`config.mk`:
```
export PLATFORM = sky130hd
export DESIGN_NAME = bram_stream_writer
export DESIGN_NICKNAME = d
export VERILOG_FILES = /design/src/rtl/intan_bram_pkg.sv /design/src/rtl/sat_counter32.sv /design/src/rtl/bram_stream_writer.sv
export SDC_FILE = /design/constraint.sdc
export NUM_CORES = 1
export LEC_CHECK = 0
export ABC_CLOCK_PERIOD_IN_PS = 2900
export CAP_MARGIN = 10
export CORE_UTILIZATION = 49
export DETAILED_ROUTE_END_ITERATION = 12
export PLACE_DENSITY = 0.79
export SKIP_CTS_REPAIR_TIMING = 1
export SLEW_MARGIN = 20
export SYNTH_ARGS = -nofsm -noshare
export SYNTH_HDL_FRONTEND = slang
export SYNTH_SLANG_ARGS = --single-unit
```
`constraint.sdc`:
```
create_clock -name clk -period 2.9 [get_ports clk]
set_input_delay 0.58 -clock clk [delete_from_list [all_inputs] [get_ports clk]]
set_output_delay 0.58 -clock clk [all_outputs]
set_load 0.005 [all_outputs]
```
`src/rtl/intan_bram_pkg.sv`:
```
// Shared defaults and state encoding for the BRAM ping-pong stream writer.
package intan_bram_pkg;

  localparam int DEF_ADDR_WIDTH = 16;
  localparam int DEF_DATA_WIDTH = 32;
  localparam int DEF_DEPTH      = 16384;

  typedef enum logic [2:0] {
    ST_IDLE   = 3'd0,
    ST_FILL_0 = 3'd1,
    ST_FILL_1 = 3'd2,
    ST_WAIT_0 = 3'd3,
    ST_WAIT_1 = 3'd4
  } wr_state_e;

endpackage

```
`src/rtl/sat_counter32.sv`:
```
// 32-bit event counter that sticks at all-ones instead of wrapping.
module sat_counter32 (
  input  logic        clk,
  input  logic        rst_n,
  input  logic        clr,
  input  logic        inc,
  output logic [31:0] count
);

  localparam logic [31:0] SAT_MAX = 32'hFFFF_FFFF;

  logic [31:0] count_r;

  // Count register: clear has priority, increment stops at the ceiling.
  always_ff @(posedge clk or negedge rst_n) begin
    if (!rst_n) begin
      count_r <= 32'd0;
    end else if (clr) begin
      count_r <= 32'd0;
    end else if (inc && (count_r != SAT_MAX)) begin
      count_r <= count_r + 32'd1;
    end else begin
      count_r <= count_r;
    end
  end

  assign count = count_r;

endmodule

```
`src/rtl/bram_stream_writer.sv`:
```
// Streams upstream sample words into a BRAM split into two halves that the
// host drains alternately; a half is locked until the host acknowledges it.
module bram_stream_writer
  import intan_bram_pkg::*;
#(
  parameter int ADDR_WIDTH = DEF_ADDR_WIDTH,
  parameter int DATA_WIDTH = DEF_DATA_WIDTH,
  parameter int DEPTH      = DEF_DEPTH
) (
  input  logic                  clk,
  input  logic                  rst_n,
  input  logic                  enable,
  input  logic                  s_valid,
  input  logic [DATA_WIDTH-1:0] s_data,
  output logic                  s_ready,
  input  logic [1:0]            half_ack,
  output logic [1:0]            half_full,
  output logic                  bram_en,
  output logic [3:0]            bram_we,
  output logic [ADDR_WIDTH-1:0] bram_addr,
  output logic [DATA_WIDTH-1:0] bram_din,
  output logic [31:0]           words_written,
  output logic [31:0]           stall_cycles
);

  localparam int PTR_W = $clog2(DEPTH);
  localparam logic [PTR_W-1:0] LAST_0 = PTR_W'(DEPTH / 2 - 1);
  localparam logic [PTR_W-1:0] LAST_1 = PTR_W'(DEPTH - 1);

  wr_state_e             state_r, state_s;
  logic [PTR_W-1:0]      word_ptr_r, word_ptr_s;
  logic [1:0]            half_full_r, half_full_s;
  logic [1:0]            set_s;
  logic [31:0]           words_written_r, words_written_s;
  logic                  start_s;
  logic                  ready_s;
  logic                  transfer_s;
  logic                  stall_inc_s;
  logic                  bram_en_r;
  logic [3:0]            bram_we_r;
  logic [ADDR_WIDTH-1:0] bram_addr_r;
  logic [DATA_WIDTH-1:0] bram_din_r;

  // Handshake qualifiers; dropping enable withdraws ready within the same cycle.
  always_comb begin
    ready_s     = enable && ((state_r == ST_FILL_0) || (state_r == ST_FILL_1));
    transfer_s  = s_valid && ready_s;
    stall_inc_s = enable && s_valid && !ready_s && (state_r != ST_IDLE);
  end

  // Next-state, pointer, half-full flags and word count.
  always_comb begin
    state_s         = state_r;
    start_s         = 1'b0;
    set_s           = 2'b00;
    case (state_r)
      ST_IDLE: begin
        if (enable) begin
          state_s = ST_FILL_0;
          start_s = 1'b1;
        end else begin
          state_s = ST_IDLE;
        end
      end
      ST_FILL_0: begin
        if (!enable) begin
          state_s = ST_IDLE;
        end else if (transfer_s && (word_ptr_r == LAST_0)) begin
          set_s[0] = 1'b1;
          state_s  = half_full_r[1] ? ST_WAIT_1 : ST_FILL_1;
        end else begin
          state_s = ST_FILL_0;
        end
      end
      ST_FILL_1: begin
        if (!enable) begin
          state_s = ST_IDLE;
        end else if (transfer_s && (word_ptr_r == LAST_1)) begin
          set_s[1] = 1'b1;
          state_s  = half_full_r[0] ? ST_WAIT_0 : ST_FILL_0;
        end else begin
          state_s = ST_FILL_1;
        end
      end
      ST_WAIT_0: begin
        if (!enable) begin
          state_s = ST_IDLE;
        end else if (!half_full_r[0]) begin
          state_s = ST_FILL_0;
        end else begin
          state_s = ST_WAIT_0;
        end
      end
      ST_WAIT_1: begin
        if (!enable) begin
          state_s = ST_IDLE;
        end else if (!half_full_r[1]) begin
          state_s = ST_FILL_1;
        end else begin
          state_s = ST_WAIT_1;
        end
      end
      default: begin
        state_s = ST_IDLE;
      end
    endcase

    // A half completing on the same edge as its ack stays full.
    if (start_s) begin
      word_ptr_s      = '0;
      half_full_s     = 2'b00;
      words_written_s = 32'd0;
    end else if (transfer_s) begin
      word_ptr_s      = word_ptr_r + PTR_W'(1);
      half_full_s     = (half_full_r & ~half_ack) | set_s;
      words_written_s = words_written_r + 32'd1;
    end else begin
      word_ptr_s      = word_ptr_r;
      half_full_s     = half_full_r & ~half_ack;
      words_written_s = words_written_r;
    end
  end

  // Control state registers.
  always_ff @(posedge clk or negedge rst_n) begin
    if (!rst_n) begin
      state_r         <= ST_IDLE;
      word_ptr_r      <= '0;
      half_full_r     <= 2'b00;
      words_written_r <= 32'd0;
    end else begin
      state_r         <= state_s;
      word_ptr_r      <= word_ptr_s;
      half_full_r     <= half_full_s;
      words_written_r <= words_written_s;
    end
  end

  // BRAM write port: one-cycle strobe per accepted word, address/data held between writes.
  always_ff @(posedge clk or negedge rst_n) begin
    if (!rst_n) begin
      bram_en_r   <= 1'b0;
      bram_we_r   <= 4'h0;
      bram_addr_r <= '0;
      bram_din_r  <= '0;
    end else if (transfer_s) begin
      bram_en_r   <= 1'b1;
      bram_we_r   <= 4'hF;
      bram_addr_r <= ADDR_WIDTH'({word_ptr_r, 2'b00});
      bram_din_r  <= s_data;
    end else begin
      bram_en_r   <= 1'b0;
      bram_we_r   <= 4'h0;
      bram_addr_r <= bram_addr_r;
      bram_din_r  <= bram_din_r;
    end
  end

  sat_counter32 u_stall_cnt (
    .clk   (clk),
    .rst_n (rst_n),
    .clr   (start_s),
    .inc   (stall_inc_s),
    .count (stall_cycles)
  );

  assign s_ready       = ready_s;
  assign half_full     = half_full_r;
  assign bram_en       = bram_en_r;
  assign bram_we       = bram_we_r;
  assign bram_addr     = bram_addr_r;
  assign bram_din      = bram_din_r;
  assign words_written = words_written_r;

endmodule

```
==> impl_metrics.yaml, run 1 <==
timing:
  finalCritPeriodShare: 0.894
  whs_ps: 116
  fmax_ghz: 0.386
  skew_ps: 6.57
  worst_slew_pin_slew_ps: 646
  tns_ps: 0
  post-route-min-period_ps: 2590
  hold_viol_final: 0
  maxSlewHeadroom: 0.565
  slew_viol_final: 0
  setup_violations: 0
  rsz0062_at_grt: "false"
route:
  wire_per_inst_um: 15.8
  wl_um: 16000
  drt_iter0_drc: 377
  vias_per_cell: 5.50
  first_pass_iters: 5
  num_vias: 5569
  drc_errors: 0
  ant_nets: 0
setup_path:
  crit_path_end_kind: "output pin"
  start_kind: "primary input"
  crit_type: "primary input to output pin"
  cp_cell_sequence: "clkdlybuf4s50_1 > nand2b_1 > nor2_1 > clkdlybuf4s50_1"
  required_ps: 2320
  worstPathMaxFanout: 4
  timing.rr.start: "words_written[3]$_DFFE_PN0P_"
  reg2reg_slack_ps: 520
  rr_worst_depth: 5
  crit_path_frequent_cell: "clkdlybuf4s50_1"
  r2r-end: "words_written[26]$_DFFE_PN0P_"
  slowest_delay_ps: 580
  worstPathArrival_ps: 2010
  cp_slowest_cell: "clkdlybuf4s50_1"
power:
  p_switching_mw: 1.06
  sw_frac_of_total: 0.217
  p_comb_frac: 0.086
  ir_worst_vdd_mv: 0.484
  p_seq_frac: 0.401
  power.density_nw_per_um2: 567
  p_int_mw: 3.82
  p_leak_nw: 3.77
  power.share.clock: 0.512
flow_run:
  cap_violations: 0
clock_tree:
  cts.path.max_buffers: 2
  clk_pin_slew_worst_paths_ps: 60
  clock_sinks: 130
  cts_buffers: 17
  cts_tree: "yes"
  cts_htree_levels: 4
  cts_root_buffer: "clkbuf_16"
  clk-insertion-delay-late_ps: 420
yosys:
  synth_area_sq_um: 6190
  synthArstFlopShare: 1.00
  synth_cell_types: 48
  yosys_warnings: 0
  synth_largest_area_cell: "dfrtp_1"
  synth_edf_count: 0
  synth-main-ff-cell: "dfrtp_1"
  ys_ff_latch: 130
  netlist_instances: 676
  synth_top_area_frac: 0.525
  synth_area_leaders: "dfrtp_1 53%, nand2_1 12%, xor2_1 3.0%, a21oi_1 2.7%, nand4_1 2.7%"
  synth_seq_area_share: 0.525
  syn_area_per_cell_sq_um: 9.16
worst_hold_path:
  hold_path_class: "primary input to asynchronous set/reset pin"
global_routing:
  grt_pass1_wl_um: 26400
  grt_max_degree: 53
  antenna_found_initial: 0
  grt_usage: 0.256
  grt_pass1_vias: 5476
  grt-ovfl-total: 0
final_layout:
  register_area_sq_um: 3250
  final_nets: 873
  syn2layout_area_growth_pct: 38.9
  multi_input_area_sq_um: 2720
  fin_util: 0.708
  drive_above_1_share: 0.0793
  n_antenna_cell: 0
  fill_cells: 906
placement:
  gp_congestion: 0.899
  port_buffers: 155
  hpwl_um: 10800
floorplan:
  core_sq_um: 12200
  dieArea_sq_um: 13100
  start_util: 0.509
  die_w_um: 114
  die-height_um: 114
  io_pins: 158
  rows: 40
status:
  status: "finished, final reports clean"
-- power groups by stage --
stage	logic, mW	registers [mW]	clock network (mW)
2_1_floorplan	0.121	1.99	0
5_1_grt	0.465	1.97	2.60
3_5_place_dp	0.425	1.99	0
4_1_cts	0.429	1.96	2.52
3_3_place_gp	0.414	1.98	0
6_report	0.422	1.96	2.50
-- worst max-delay path by stage --
stage / startpoint / cells after the start / endpoint
floorplan: enable / 6 / state_r[0]$_DFF_PN0_
detailed placement: s_valid / 6 / u_stall_cnt.count[18]$_DFFE_PN0P_
global route: state_r[1]$_DFF_PN0_ / 3 / s_ready
finish: enable / 4 / s_ready
global placement: enable / 6 / u_stall_cnt.count[18]$_DFFE_PN0P_
CTS: state_r[1]$_DFF_PN0_ / 3 / s_ready
-- layer usage --
layer	part of all wire	GRT usage	up-vias
met3	0.057	0.0630	27
met4	0.019	0.118	0
met1	0.43	0.324	2716
met5	0	0	-
met2	0.50	0.417	180
li1	-	-	2646
-- metrics by stage --
stage               cells  power [mW]  instance area [sq um]  worst slack, ps
detailed placement    981        2.41                   7910             83.5
finish               1013        4.88                   8610              308
global route         1013        5.03                   8610              212
floorplan             677        2.11                   6200              732
CTS                  1013        4.91                   8610              309
global placement      981        2.40                   7910              140
-- kinds of logic (layout without fill, tap and decap cells) --
group	count (synthesis)	after routing	synth area share
flops	130	130	0.525
simple gates	372	372	0.292
mux	9	9	0.0145
buf+inv	46	214	0.0380
compound gates	84	84	0.0788
other cells	1	2	0.000605
xor+xnor	31	31	0.0451
fa+ha+maj	3	3	0.00606
-- worst max-delay path, delay by kind of cell --
kind / cells / cell delay [ps]
buffers and inverters: 2 / 1130
AND/OR/NAND/NOR: 2 / 300
-- placed cells by master (no fill, tap or decap), drive strengths merged, types with 3 or more instances in the layout --
| master | n |
|---|---|
| and4 | 7 |
| clkbuf | 20 |
| xnor2 | 10 |
| dfrtp | 130 |
| a21oi | 34 |
| clkinv | 3 |
| and3 | 9 |
| or3 | 21 |
| clkdlybuf4s50 | 154 |
| buf | 19 |
| nor2 | 38 |
| nor4 | 9 |
| nand2b | 5 |
| nand3 | 29 |
| mux2i | 9 |
| o31ai | 12 |
| bufinv | 6 |
| or4 | 14 |
| nor3 | 9 |
| xor2 | 21 |
| nand2 | 193 |
| ha | 3 |
| inv | 10 |
| o21ai | 26 |
| nand4 | 28 |
| a31oi | 3 |
-- cell type report --
| class | count | share of cell area |
|---|---|---|
| sequential | 130 | 0.378 |
| multi-input combinational | 501 | 0.316 |
| timing repair buffer | 173 | 0.197 |
| clock buffer | 20 | 0.0542 |
| clock inverter | 12 | 0.0263 |
| tap | 168 | 0.0244 |
| inverter | 9 | 0.00393 |
-- Yosys cell counts, drive strengths merged, types with 14 or more instances --
cell and count:
nand2 193, dfrtp 130, nor2 38, a21oi 34, nand3 29, nand4 28
o21ai 26, or3 21, xor2 21, buf 20, clkbuf 17, or4 14
-- state kept, by name, indices dropped and copies added (netlist names) --
register,cells
half_full,2
bram_addr,14
state_r,3
bram_din,32
word_ptr_r,14
words_written,32
u_stall_cnt.count,32
bram_we,1
No activity file was read; power rests on OpenSTA's default activity.
==> run 2: changes to the inputs <==
CORE_MARGIN = 4   (was not set)
==> run 2 against run 1 <==
Count of clock-buffer cells in the layout is 4 higher. Register-to-register slack better by 20 ps. Combinational power about the same. Global-route usage is 3.7 points lower. Sequential power about the same. Flip-flop and latch count unchanged. First-iteration DRC count grew 22%. Critical path depth unchanged.
==> impl_metrics.yaml, run 2 (same netlist as run 1, synthesis figures left out) <==
setup_path:
  crit_buf_inv: 2
  required_ps: 2320
  crit_type: "primary input to output pin"
  rr_worst_depth: 5
  path_depth: 4
  cp_cell_sequence: "clkdlybuf4s50_1 > nand2b_1 > nor2_1 > clkdlybuf4s50_1"
  worstPathMaxFanout: 4
  worstPathArrival_ps: 2000
  slowest_delay_ps: 590
  cp_slowest_cell: "clkdlybuf4s50_1"
  crit_path_end_kind: "output pin"
  cp_top_family: "buffers and inverters"
  crit_path_frequent_cell: "clkdlybuf4s50_1"
  start_kind: "primary input"
floorplan:
  rows: 40
  core_sq_um: 12200
  dieArea_sq_um: 14500
  die-height_um: 120
  start_util: 0.507
  io_pins: 158
  die_w_um: 120
route:
  wire_per_inst_um: 15.5
  wl_um: 15700
  drc_errors: 0
  vias_per_cell: 5.49
  first_pass_iters: 5
  num_vias: 5557
  drt_iter0_drc: 460
  ant_nets: 0
clock_tree:
  clk_pin_slew_worst_paths_ps: 50
  cts_tree: "yes"
  cts_buffers: 17
  clock_sinks: 130
  clk-insertion-delay-late_ps: 410
  cts.path.max_buffers: 2
  cts_root_buffer: "clkbuf_16"
  cts_htree_levels: 4
timing:
  rsz0062_at_grt: "false"
  fmax_ghz: 0.387
  hold_viol_final: 0
  worst_slew_pin_slew_ps: 607
  skew_ps: 5.12
  post-route-min-period_ps: 2580
  finalCritPeriodShare: 0.891
  setup_violations: 0
  tns_ps: 0
  slew_viol_final: 0
  maxSlewHeadroom: 0.590
placement:
  dp.cells: 983
  hpwl_um: 11100
  port_buffers: 155
  gp_congestion: 0.884
global_routing:
  use_met3: 0.0659
  grt_pass1_wl_um: 26100
  met1_usage: 0.284
  grt_max_degree: 49
  grt-ovfl-total: 0
  grt_usage: 0.220
  grt_pass1_vias: 5330
  use_met2: 0.359
  antenna_found_initial: 0
  grt_busiest_layer: "met2"
power:
  power.share.clock: 0.457
  sw_frac_of_total: 0.222
  ir_worst_vdd_mv: 0.416
  p_switching_mw: 0.973
  p_leak_nw: 3.72
  p_comb_frac: 0.096
  p_seq_frac: 0.447
  power.density_nw_per_um2: 517
  p_int_mw: 3.41
final_layout:
  fin_util: 0.695
  final_common_cell: "nand2_1"
  final_nets: 875
  n_antenna_cell: 0
  fin_cells: 1012
  syn2layout_area_growth_pct: 36.9
  layout_common_cells: "193 x nand2_1, 154 x clkdlybuf4s50_1, 130 x dfrtp_1, 38 x nor2_1, 34 x a21oi_1"
  drive_above_1_share: 0.0758
flow_run:
  cap_violations: 0
worst_hold_path:
  hold_path_class: "primary input to asynchronous set/reset pin"
status:
  status: "finished, final reports clean"
-- run 2: cell count changes in the layout (fill, tap and decap cells not counted), sizes merged --
cell      change
buf           +2
bufinv        -5
clkbuf        +4
clkinvlp      -1
inv           -1
-- run 2: per-stage QoR --
step | hold WS (ps) | area, sq um | setup WS, ps | total power [mW]
after floorplan | 284 | 6200 | 732 | 2.11
after global placement | 456 | 7930 | 132 | 2.40
after detailed placement | 462 | 7930 | 105 | 2.41
after CTS | 120 | 8480 | 304 | 4.42
after global routing | 144 | 8480 | 202 | 4.55
final | 117 | 8480 | 317 | 4.38
-- run 2: worst paths after layout --
| kind | from | end | slack, ps |
|---|---|---|---|
| hold / removal | rst_n | u_stall_cnt.count[7]$_DFFE_PN0P_ | 120 |
| setup / recovery | enable | s_ready | 320 |
| min in group clk | bram_din[15]$_DFFE_PN0N_ | bram_din[15]$_DFFE_PN0N_ | 470 |
| setup reg to reg | u_stall_cnt.count[3]$_DFFE_PN0P_ | u_stall_cnt.count[26]$_DFFE_PN0P_ | 540 |
| hold reg to reg | bram_din[15]$_DFFE_PN0N_ | bram_din[15]$_DFFE_PN0N_ | 470 |
| max in group asynchronous | rst_n | words_written[15]$_DFFE_PN0P_ | 2080 |
-- run 2: area by class of cell --
class / count / area [sq um]
Clock inverter: 5 / 52.6
Sequential cell: 130 / 3250
Inverter: 9 / 33.8
Timing Repair Buffer: 175 / 1710
Multi-Input combinational cell: 501 / 2720
Fill cell: 957 / 3730
Tap cell: 168 / 210
Clock buffer: 24 / 502
-- run 2: power by group through the flow --
stage                     logic (mW)  registers [mW]  clock network (mW)
after floorplan                0.121            1.99                   0
after global placement         0.418            1.98                   0
after detailed placement       0.425            1.99                   0
after CTS                      0.430            1.96                2.03
after global routing           0.464            1.97                2.11
final                          0.419            1.96                2.00
-- run 2: layer usage --
| layer | wire (um) | vias to the layer above |
|---|---|---|
| met4 | 233 | 0 |
| met5 | 0 | - |
| met2 | 7820 | 168 |
| met1 | 6630 | 2712 |
| li1 | - | 2657 |
| met3 | 1000 | 20 |
